===== src/rtl/pc_halt_dump_monitor.sv =====
// End-of-program monitor: detects the halt PC (or a watchdog expiry), waits for the
// pipeline to drain, then streams a window of data memory one word per cycle.
module pc_halt_dump_monitor #(
    parameter int              PC_W           = 32,
    parameter int              DATA_W         = 32,
    parameter int              MEM_AW         = 10,
    parameter logic [PC_W-1:0] END_PC         = PC_W'(32'h90),
    parameter int              DUMP_BASE      = 32,
    parameter int              DUMP_WORDS     = 96,
    parameter int              WORDS_PER_LINE = 16,
    parameter int              DRAIN_CYCLES   = 4,
    parameter int              TIMEOUT_CYCLES = 100000,
    parameter int              CNT_W          = 32
) (
    input  logic              CLK,
    input  logic              CLR,
    input  logic [PC_W-1:0]   PC,
    input  logic              PC_VALID,
    output logic [MEM_AW-1:0] dm_raddr,
    input  logic [DATA_W-1:0] dm_rdata,
    output logic              halt_req,
    output logic              dump_valid,
    output logic [DATA_W-1:0] dump_data,
    output logic [MEM_AW-1:0] dump_idx,
    output logic              dump_eol,
    output logic              done,
    output logic              timed_out,
    output logic [CNT_W-1:0]  cycle_count
);

    localparam int KW = (DUMP_WORDS > 1) ? $clog2(DUMP_WORDS) : 1;
    localparam int LW = (WORDS_PER_LINE > 1) ? $clog2(WORDS_PER_LINE) : 1;
    localparam int DW = (DRAIN_CYCLES > 1) ? $clog2(DRAIN_CYCLES) : 1;

    localparam logic [KW-1:0]     K_LAST   = KW'(DUMP_WORDS - 1);
    localparam logic [LW-1:0]     L_LAST   = LW'(WORDS_PER_LINE - 1);
    localparam logic [DW-1:0]     D_LAST   = DW'(DRAIN_CYCLES - 1);
    localparam logic [MEM_AW-1:0] BASE_A   = MEM_AW'(DUMP_BASE);
    localparam logic [CNT_W-1:0]  TO_LAST  = CNT_W'(TIMEOUT_CYCLES - 1);
    localparam bit                TO_EN    = (TIMEOUT_CYCLES != 0);
    localparam bit                NO_DRAIN = (DRAIN_CYCLES == 0);

    typedef enum logic [1:0] {
        ST_RUN   = 2'd0,
        ST_DRAIN = 2'd1,
        ST_DUMP  = 2'd2,
        ST_DONE  = 2'd3
    } state_e;

    state_e              state_q;
    logic [CNT_W-1:0]    cycle_count_q;
    logic [DW-1:0]       drain_q;
    logic [KW-1:0]       k_q;
    logic [LW-1:0]       line_q;
    logic [MEM_AW-1:0]   dm_raddr_q;
    logic [MEM_AW-1:0]   dump_idx_q;
    logic                halt_req_q;
    logic                dump_valid_q;
    logic                dump_eol_q;
    logic                done_q;
    logic                timed_out_q;

    logic                match_s;
    logic                timeout_s;
    logic                eol_s;

    // Halt detection (match beats watchdog) and end-of-line flag for the word being addressed.
    always_comb begin
        match_s   = 1'b0;
        timeout_s = 1'b0;
        eol_s     = 1'b0;
        if (state_q == ST_RUN) begin
            match_s   = PC_VALID && (PC == END_PC);
            timeout_s = TO_EN && (cycle_count_q == TO_LAST) && !match_s;
        end else begin
            match_s   = 1'b0;
            timeout_s = 1'b0;
        end
        eol_s = (line_q == L_LAST) || (k_q == K_LAST);
    end

    // Monitor FSM with all outputs registered.
    always_ff @(posedge CLK or negedge CLR) begin
        if (!CLR) begin
            state_q       <= ST_RUN;
            cycle_count_q <= {CNT_W{1'b0}};
            drain_q       <= {DW{1'b0}};
            k_q           <= {KW{1'b0}};
            line_q        <= {LW{1'b0}};
            dm_raddr_q    <= {MEM_AW{1'b0}};
            dump_idx_q    <= {MEM_AW{1'b0}};
            halt_req_q    <= 1'b0;
            dump_valid_q  <= 1'b0;
            dump_eol_q    <= 1'b0;
            done_q        <= 1'b0;
            timed_out_q   <= 1'b0;
        end else begin
            case (state_q)
                ST_RUN: begin
                    if (cycle_count_q != {CNT_W{1'b1}}) begin
                        cycle_count_q <= cycle_count_q + 1'b1;
                    end
                    if (match_s || timeout_s) begin
                        halt_req_q  <= 1'b1;
                        timed_out_q <= timeout_s;
                        drain_q     <= {DW{1'b0}};
                        if (NO_DRAIN) begin
                            state_q    <= ST_DUMP;
                            dm_raddr_q <= BASE_A;
                            k_q        <= {KW{1'b0}};
                            line_q     <= {LW{1'b0}};
                        end else begin
                            state_q <= ST_DRAIN;
                        end
                    end
                end
                ST_DRAIN: begin
                    if (drain_q == D_LAST) begin
                        state_q    <= ST_DUMP;
                        dm_raddr_q <= BASE_A;
                        k_q        <= {KW{1'b0}};
                        line_q     <= {LW{1'b0}};
                    end else begin
                        drain_q <= drain_q + 1'b1;
                    end
                end
                ST_DUMP: begin
                    // Memory answers the current address next cycle, so tag it now.
                    dump_valid_q <= 1'b1;
                    dump_idx_q   <= dm_raddr_q;
                    dump_eol_q   <= eol_s;
                    line_q       <= (line_q == L_LAST) ? {LW{1'b0}} : line_q + 1'b1;
                    if (k_q == K_LAST) begin
                        state_q <= ST_DONE;
                    end else begin
                        k_q        <= k_q + 1'b1;
                        dm_raddr_q <= dm_raddr_q + 1'b1;
                    end
                end
                ST_DONE: begin
                    dump_valid_q <= 1'b0;
                    dump_eol_q   <= 1'b0;
                    done_q       <= 1'b1;
                end
                default: begin
                    state_q <= ST_RUN;
                end
            endcase
        end
    end

    // Read data arrives from the memory's own output register, aligned with dump_valid.
    assign dump_data   = dump_valid_q ? dm_rdata : {DATA_W{1'b0}};
    assign dm_raddr    = dm_raddr_q;
    assign halt_req    = halt_req_q;
    assign dump_valid  = dump_valid_q;
    assign dump_idx    = dump_idx_q;
    assign dump_eol    = dump_eol_q;
    assign done        = done_q;
    assign timed_out   = timed_out_q;
    assign cycle_count = cycle_count_q;

endmodule


===== config.mk =====
export PLATFORM = sky130hd
export DESIGN_NAME = pc_halt_dump_monitor
export DESIGN_NICKNAME = d
export VERILOG_FILES = /design/src/rtl/pc_halt_dump_monitor.sv
export SDC_FILE = /design/constraint.sdc
export NUM_CORES = 1
export LEC_CHECK = 0
export CAP_MARGIN = 20
export CORE_ASPECT_RATIO = 1.2
export CORE_MARGIN = 3
export CORE_UTILIZATION = 50
export CTS_BUF_LIST = sky130_fd_sc_hd__clkbuf_16
export DETAILED_ROUTE_END_ITERATION = 10
export DONT_BUFFER_PORTS = 1
export PLACE_DENSITY_LB_ADDON = 0.2
export SLEW_MARGIN = 0
export SYNTH_ARGS = -nofsm -noshare
export SYNTH_HDL_FRONTEND = slang
export SYNTH_SLANG_ARGS = --single-unit

===== constraint.sdc =====
create_clock -name CLK -period 2.65 [get_ports CLK]
set_clock_uncertainty 0.05 [all_clocks]
set_input_delay 0.265 -clock CLK [delete_from_list [all_inputs] [get_ports CLK]]
set_output_delay 0.265 -clock CLK [all_outputs]
set_load 0.005 [all_outputs]

==> results.tsv, run 1 <==
stage	metric	value	unit
run_status	outcome	finished, final reports clean	
min_path	holdPathStages	3	
routing	dr.first_iter.drc_count	140	
floorplan	io_pins	156	
clock_network	clock_tree.root_cell	clkbuf_16	
cells_and_area	antenna_cells	0	
global_route	grt_pass1_vias	2867	
clock_network	cts.sinks	72	
power_and_ir_drop	swShare	0.2077	
routing	viasPerCell	5.784	
critical_path	worstSetupPathDepth	6	
logic_synthesis	synth_edf_count	0	
clock_network	clk-insertion-delay-late	0.33	ns
timing	hold_violations	0	
logic_synthesis	synth.distinct_cells	51	
critical_path	crit_path_max_fanout	5	
power_and_ir_drop	combPwrFrac	0.024	
timing	hold_ws	0.2448	ns
place	gp_congestion	0.8005	
floorplan	dieArea	8681	um2
cells_and_area	stdcell_area	4372	um2
cells_and_area	num-nets-final	474	
logic_synthesis	syn_avg_cell_area	10.18	um2
floorplan	core-area	7317	um2
critical_path	critPathLaunchType	register	
critical_path	critPathKind	register to register	
power_and_ir_drop	ir_drop	0.3930	mV
logic_synthesis	synth_cells	373	
routing	post-route-drc-count	0	
power_and_ir_drop	p_leak	0.001992	uW
cells_and_area	drive_above_1_share	0.1496	
critical_path	timing.critical_path.buf_inv	0	
routing	wl_per_cell	17.57	um
global_route	grt_first_pass_wirelength	13970	um
timing	worstMarginPinSlew	0.6513	ns
cells_and_area	syn_to_final_growth	15.12	%
critical_path	path_cells	or4_1 > or4_4 > nor4_4 > nor3_2 > a2111oi_4 > mux2_4	
critical_path	required	2.81	ns
clock_network	cts_tree	done	
place	port-buffer-count	0	
logic_synthesis	yosysTopAreaCell	dfrtp_1	
logic_synthesis	yosysSeqAreaShare	0.4745	
timing	fin_crit_sh	0.9615	
clock_network	htreeDepth	3	
logic_synthesis	synth_area_leaders	dfrtp_1 (47%), xor2_1 (6.5%), and2_1 (5.6%)	
critical_path	slowest_stage	or4_1	
power_and_ir_drop	internal_power	1847	uW
global_route	grt_max_degree	73	
global_route	antenna_found_initial	0	
logic_synthesis	async_flop_share	1.000	
global_route	grt_usage	0.2020	
floorplan	start_util	0.5190	
timing	setup_viol	0	
logic_synthesis	synth_flop_cell	dfrtp_1	
critical_path	r2r_cells	6	
critical_path	critPathTopFamily	simple AND/OR/NAND/NOR gates	
power_and_ir_drop	power_switching	484.4	uW
clock_network	clk_pin_slew	0.06	ns
logic_synthesis	netlist_area	3797	um2
routing	ant_nets	0	
routing	dr_total_vias	2840	
run	cap_violations	0	
min_path	hp-class	primary input to register	
floorplan	num_rows	34	
routing	wl	8629	um
timing	layout_min_cycle_time	2.548	ns
clock_network	numCtsBuffers	9	
power_and_ir_drop	powerDensity	533.4	nW/um2
logic_synthesis	syn-num-nets	451	
place	dpl_cell_area	4023	um2
timing	slew_headroom	0.5658	
place	hpwlAfterDp	6454	um
critical_path	endpoint_kind	register	
critical_path	arrival	2.71	ns
global_route	grt_overflow	0	
floorplan	die_h	101.5	um
floorplan	dieWidth	85.56	um
routing	dr.pass1.iters	4	
power_and_ir_drop	clkPwrFrac	0.504	
logic_synthesis	ys_warn_count	0	
logic_synthesis	ys_seq_elements	72	
timing	maxSlewViolCount	0	
critical_path	cpPeakStageDelay	0.52	ns
timing	fmax	392.5	MHz
clock_network	cts_buffer_depth	2	
logic_synthesis	yosysTopAreaCellShare	0.4745	
power_and_ir_drop	pwr-share-seq	0.472	
[cell usage after synthesis, types with 8 or more instances]
cell type,count
clkbuf_1,12
nand3_1,24
xor2_1,28
and2_1,34
o21ai_0,10
nor2_1,34
ha_1,11
xnor2_1,13
nand4_1,17
dfrtp_1,72
nor4_1,8
mux2_2,10
nand2_1,25
[state kept, by name, indices dropped and copies added (netlist names)]
| register | count |
|---|---|
| dump_valid | 1 |
| halt_req | 1 |
| dump_idx | 10 |
| timed_out | 1 |
| line_q | 4 |
| cycle_count | 32 |
| dm_raddr | 10 |
| state_q | 2 |
| done | 1 |
| k_q | 7 |
| drain_q | 2 |
| dump_eol | 1 |
[layout make-up]
type | count | area [um2]
tap | 90 | 112.6
sequential | 72 | 1802
timing repair buffer | 24 | 202.7
clock buffer | 9 | 225.2
clock inverter | 7 | 72.57
multi-input combinational | 282 | 1931
fill | 639 | 2945
inverter | 7 | 26.28
[power by group through the flow]
stage               clock (uW)  combinational [uW]  sequential [uW]
CTS                       1210                58.1             1100
detailed placement           0                30.1             1120
global placement             0                30.1             1120
floorplan                    0                25.8             1120
finish                    1180                55.7             1100
global route              1260                62.2             1100
[cells by family after synthesis]
logic type                 count (synthesis)  synth area share
AOI/OAI and AO/OA                         31           0.05833
xor gates and xnor gates                  41           0.09456
adders and majority gates                 11           0.03624
buffers and inverters                     19           0.01878
DFF                                       72            0.4745
muxes                                     15           0.04448
and+or+nand+nor                          184            0.2731
[path summary, 6_finish.rpt]
check	start	endpoint	slack, ns
worst min-delay path	PC[7]	timed_out	0.24
worst max-delay path	cycle_count[8]	state_q[1]	0.10
worst max register to register	cycle_count[8]	state_q[1]	0.10
min in group asynchronous	CLR	dm_raddr[0]	0.44
max in group asynchronous	CLR	cycle_count[19]	1.84
worst min register to register	done	done	0.46
[placed cells by master (no fill, tap or decap), drive strengths merged, types with 4 or more instances in the layout]
master / instances
nand4: 18
nor3: 9
ha: 11
xor2: 28
o21ai: 12
and4: 5
nand2: 26
nor2: 34
xnor2: 13
mux2: 12
and2: 34
clkbuf: 9
clkinv: 4
buf: 23
and3: 7
nor4: 9
a21oi: 5
inv: 7
dfrtp: 72
nand3: 24
[per-layer routing]
layer	wire length, um	vias to the layer above	global-route usage
li1	-	1365	-
met1	3673	1388	0.2590
met2	4295	79	0.3182
met3	575	8	0.06998
met4	86	0	0.07308
met5	0	-	0
[through the flow]
stage / setup TNS, ns / utilization / std cells / setup WS [ns] / total power, uW
after CTS: 0 / 0.5956 / 490 / 0.02583 / 2367
after global placement: 0 / 0.5498 / 472 / 0.08328 / 1150
after floorplan: 0 / - / 373 / 0.09771 / 1146
after detailed placement: 0 / 0.5498 / 472 / 0.02854 / 1150
after global routing: -0.01721 / 0.5975 / 491 / -0.008930 / 2425
final: 0 / 0.5975 / 491 / 0.1019 / 2332
[worst reg2reg max path: cells and delay by family, from the launching register on]
kind             cells  cell delay (ns)
AO/OA/AOI/OAI        1             0.34
flip-flops           1             0.37
multiplexers         1             0.34
AND/OR/NAND/NOR      4             1.34
[repair_timing]
item | CTS | global route
setup endpoints to repair | 0 | 1
hold buffers | 2 | 0
resized for setup | 0 | 1
endpoints found under the hold margin | 72 | 0
buffers inserted | 0 | 1
(Power assumes the default switching activity.)
==> run 2: changes to the inputs <==
CORE_ASPECT_RATIO = unset   (was 1.2)
==> run 2 against run 1 <==
Combinational power hardly changed. Global-route usage fell by 0.35 points. Sequential share of layout area decreased by 0.25 points. Flip-flop and latch count is the same. Non-clock buffer count is 1 lower. Largest cell class unchanged.
==> results.tsv, run 2 (synthesis gave the netlist of run 1 again) <==
stage	metric	value	unit	change
floorplan	num_rows	31		was 34
floorplan	core-area	7292	um2	was 7317 um2
cells_and_area	syn_to_final_growth	15.82	%	was 15.12%
clock_network	cts_tree	done		unchanged
place	placed_cells	481		was 472
critical_path	arrival	2.64	ns	was 2.71 ns
floorplan	io_pins	156		unchanged
floorplan	dieArea	8677	um2	was 8681 um2
clock_network	clk_pin_slew	0.06	ns	about the same
cells_and_area	fillers	625		was 639
timing	rsz0062_at_grt	no		
timing	fin_crit_sh	0.9347		was 0.9615
floorplan	die_h	93.15	um	was 101.5 um
cells_and_area	largest_reg_flops	32		unchanged
routing	dr.first_iter.drc_count	173		was 140
critical_path	endpoint_kind	register		unchanged
global_route	antenna_found_initial	0		unchanged
power_and_ir_drop	ir_drop	0.4418	mV	was 0.3930 mV
timing	fin_tns_setup	0	ns	unchanged
global_route	grt_first_pass_wirelength	13860	um	was 13970 um
power_and_ir_drop	p_leak	0.002000	uW	was 0.001992 uW
power_and_ir_drop	powerDensity	553.3	nW/um2	was 533.4 nW/um2
run_status	outcome	finished, final reports clean		unchanged
cells_and_area	num-nets-final	473		was 474
clock_network	clk-insertion-delay-late	0.33	ns	about the same
power_and_ir_drop	total_power	2434	uW	was 2332 uW
global_route	grt_max_degree	73		unchanged
cells_and_area	final_cells	499		was 491
timing	maxSlewViolCount	0		unchanged
routing	wl_per_cell	16.97	um	was 17.57 um
routing	dr.pass1.iters	4		unchanged
cells_and_area	drive_above_1_share	0.1475		was 0.1496
clock_network	numCtsBuffers	9		unchanged
clock_network	htreeDepth	3		unchanged
min_path	hp-class	primary input to register		unchanged
cells_and_area	final_common_cell	dfrtp_1		unchanged
routing	dr_total_vias	2885		was 2840
critical_path	required	2.81	ns	about the same
routing	viasPerCell	5.782		was 5.784
global_route	grt_usage	0.1985		was 0.2020
critical_path	crit_path_max_fanout	5		unchanged
routing	wl	8467	um	was 8629 um
routing	ant_nets	0		unchanged
cells_and_area	antenna_cells	0		unchanged
timing	fmax	403.7	MHz	was 392.5 MHz
timing	hold_violations	0		unchanged
timing	hold_ws	0.2421	ns	was 0.2448 ns
cells_and_area	final_cell_mix	dfrtp_1 (72), and2_1 (34), nor2_1 (34)		unchanged
clock_network	post_cts_buffers	0		unchanged
floorplan	start_util	0.5208		was 0.5190
clock_network	cts_buffer_depth	2		unchanged
timing	setup_viol	0		unchanged
routing	post-route-drc-count	0		unchanged
clock_network	clock_tree.root_cell	clkbuf_16		unchanged
timing	worstMarginPinSlew	0.6562	ns	was 0.6513 ns
floorplan	dieWidth	93.15	um	was 85.56 um
global_route	grt_pass1_vias	2934		was 2867
global_route	grt_overflow	0		unchanged
timing	layout_min_cycle_time	2.477	ns	was 2.548 ns
run	cap_violations	0		unchanged
critical_path	critPathKind	register to register		unchanged
place	hpwlAfterDp	6249	um	was 6454 um
timing	slew_headroom	0.5625		was 0.5658
place	gp_congestion	0.8558		was 0.8005
clock_network	cts.sinks	72		unchanged
critical_path	critPathLaunchType	register		unchanged
place	port-buffer-count	0		unchanged
## run 2: critical path: stages (launching register included)
cell       delay, ns
dfrtp_1         0.37
or4_1           0.52
or4_4           0.44
nor4_4          0.17
nor3_2          0.12
a2111oi_4       0.36
mux2_4          0.33
## run 2: power by group
| part | switching [uW] | internal, uW |
|---|---|---|
| registers | 0 | 1100 |
| clock network | 454 | 824 |
| logic | 35.0 | 20.5 |
| total | 489 | 1940 |
## run 2: area by class of cell
cell class,count,area [um2],share of cell area
clock buffers,9,225.2,0.05121
clock inverters,7,95.09,0.02162
inverters,7,26.28,0.005974
multi-input cells,282,1931,0.4390
flip-flops and latches,72,1802,0.4097
well taps,99,123.9,0.02817
repair buffers,23,195.2,0.04438
## run 2: per-stage QoR
| stage | worst slack (ns) | area (um2) | utilization |
|---|---|---|---|
| floorplan | 0.09771 | 3797 | - |
| global placement | 0.08092 | 4034 | 0.5532 |
| detailed placement | 0.05038 | 4034 | 0.5532 |
| CTS | 0.05962 | 4392 | 0.6023 |
| global route | 0.002882 | 4398 | 0.6031 |
| finish | 0.1731 | 4398 | 0.6031 |
## run 2: metal layers
layer  track usage  wire, um  vias up
li1              -         -     1359
met1        0.2524      3513     1415
met2        0.3245      4336      100
met3       0.06114       527       11
met4       0.06227        89        0
met5             0         0        -
## run 2: what timing repair did
action,in CTS,in global routing
endpoints found under the setup margin,0,2
hold buffers,2,0
resized for setup,0,1
endpoints found under the hold margin,72,0
## run 2: final timing paths
| kind | start | cells after the start | end | slack [ns] |
|---|---|---|---|---|
| max | cycle_count[8] | 6 | state_q[1] | 0.17 |
| min | PC[7] | 3 | timed_out | 0.24 |
| max reg2reg | cycle_count[8] | 6 | state_q[1] | 0.17 |
| min reg2reg | done | 1 | done | 0.46 |
| max in group asynchronous | CLR | 2 | cycle_count[7] | 1.82 |
| min in group asynchronous | CLR | 2 | k_q[0] | 0.44 |
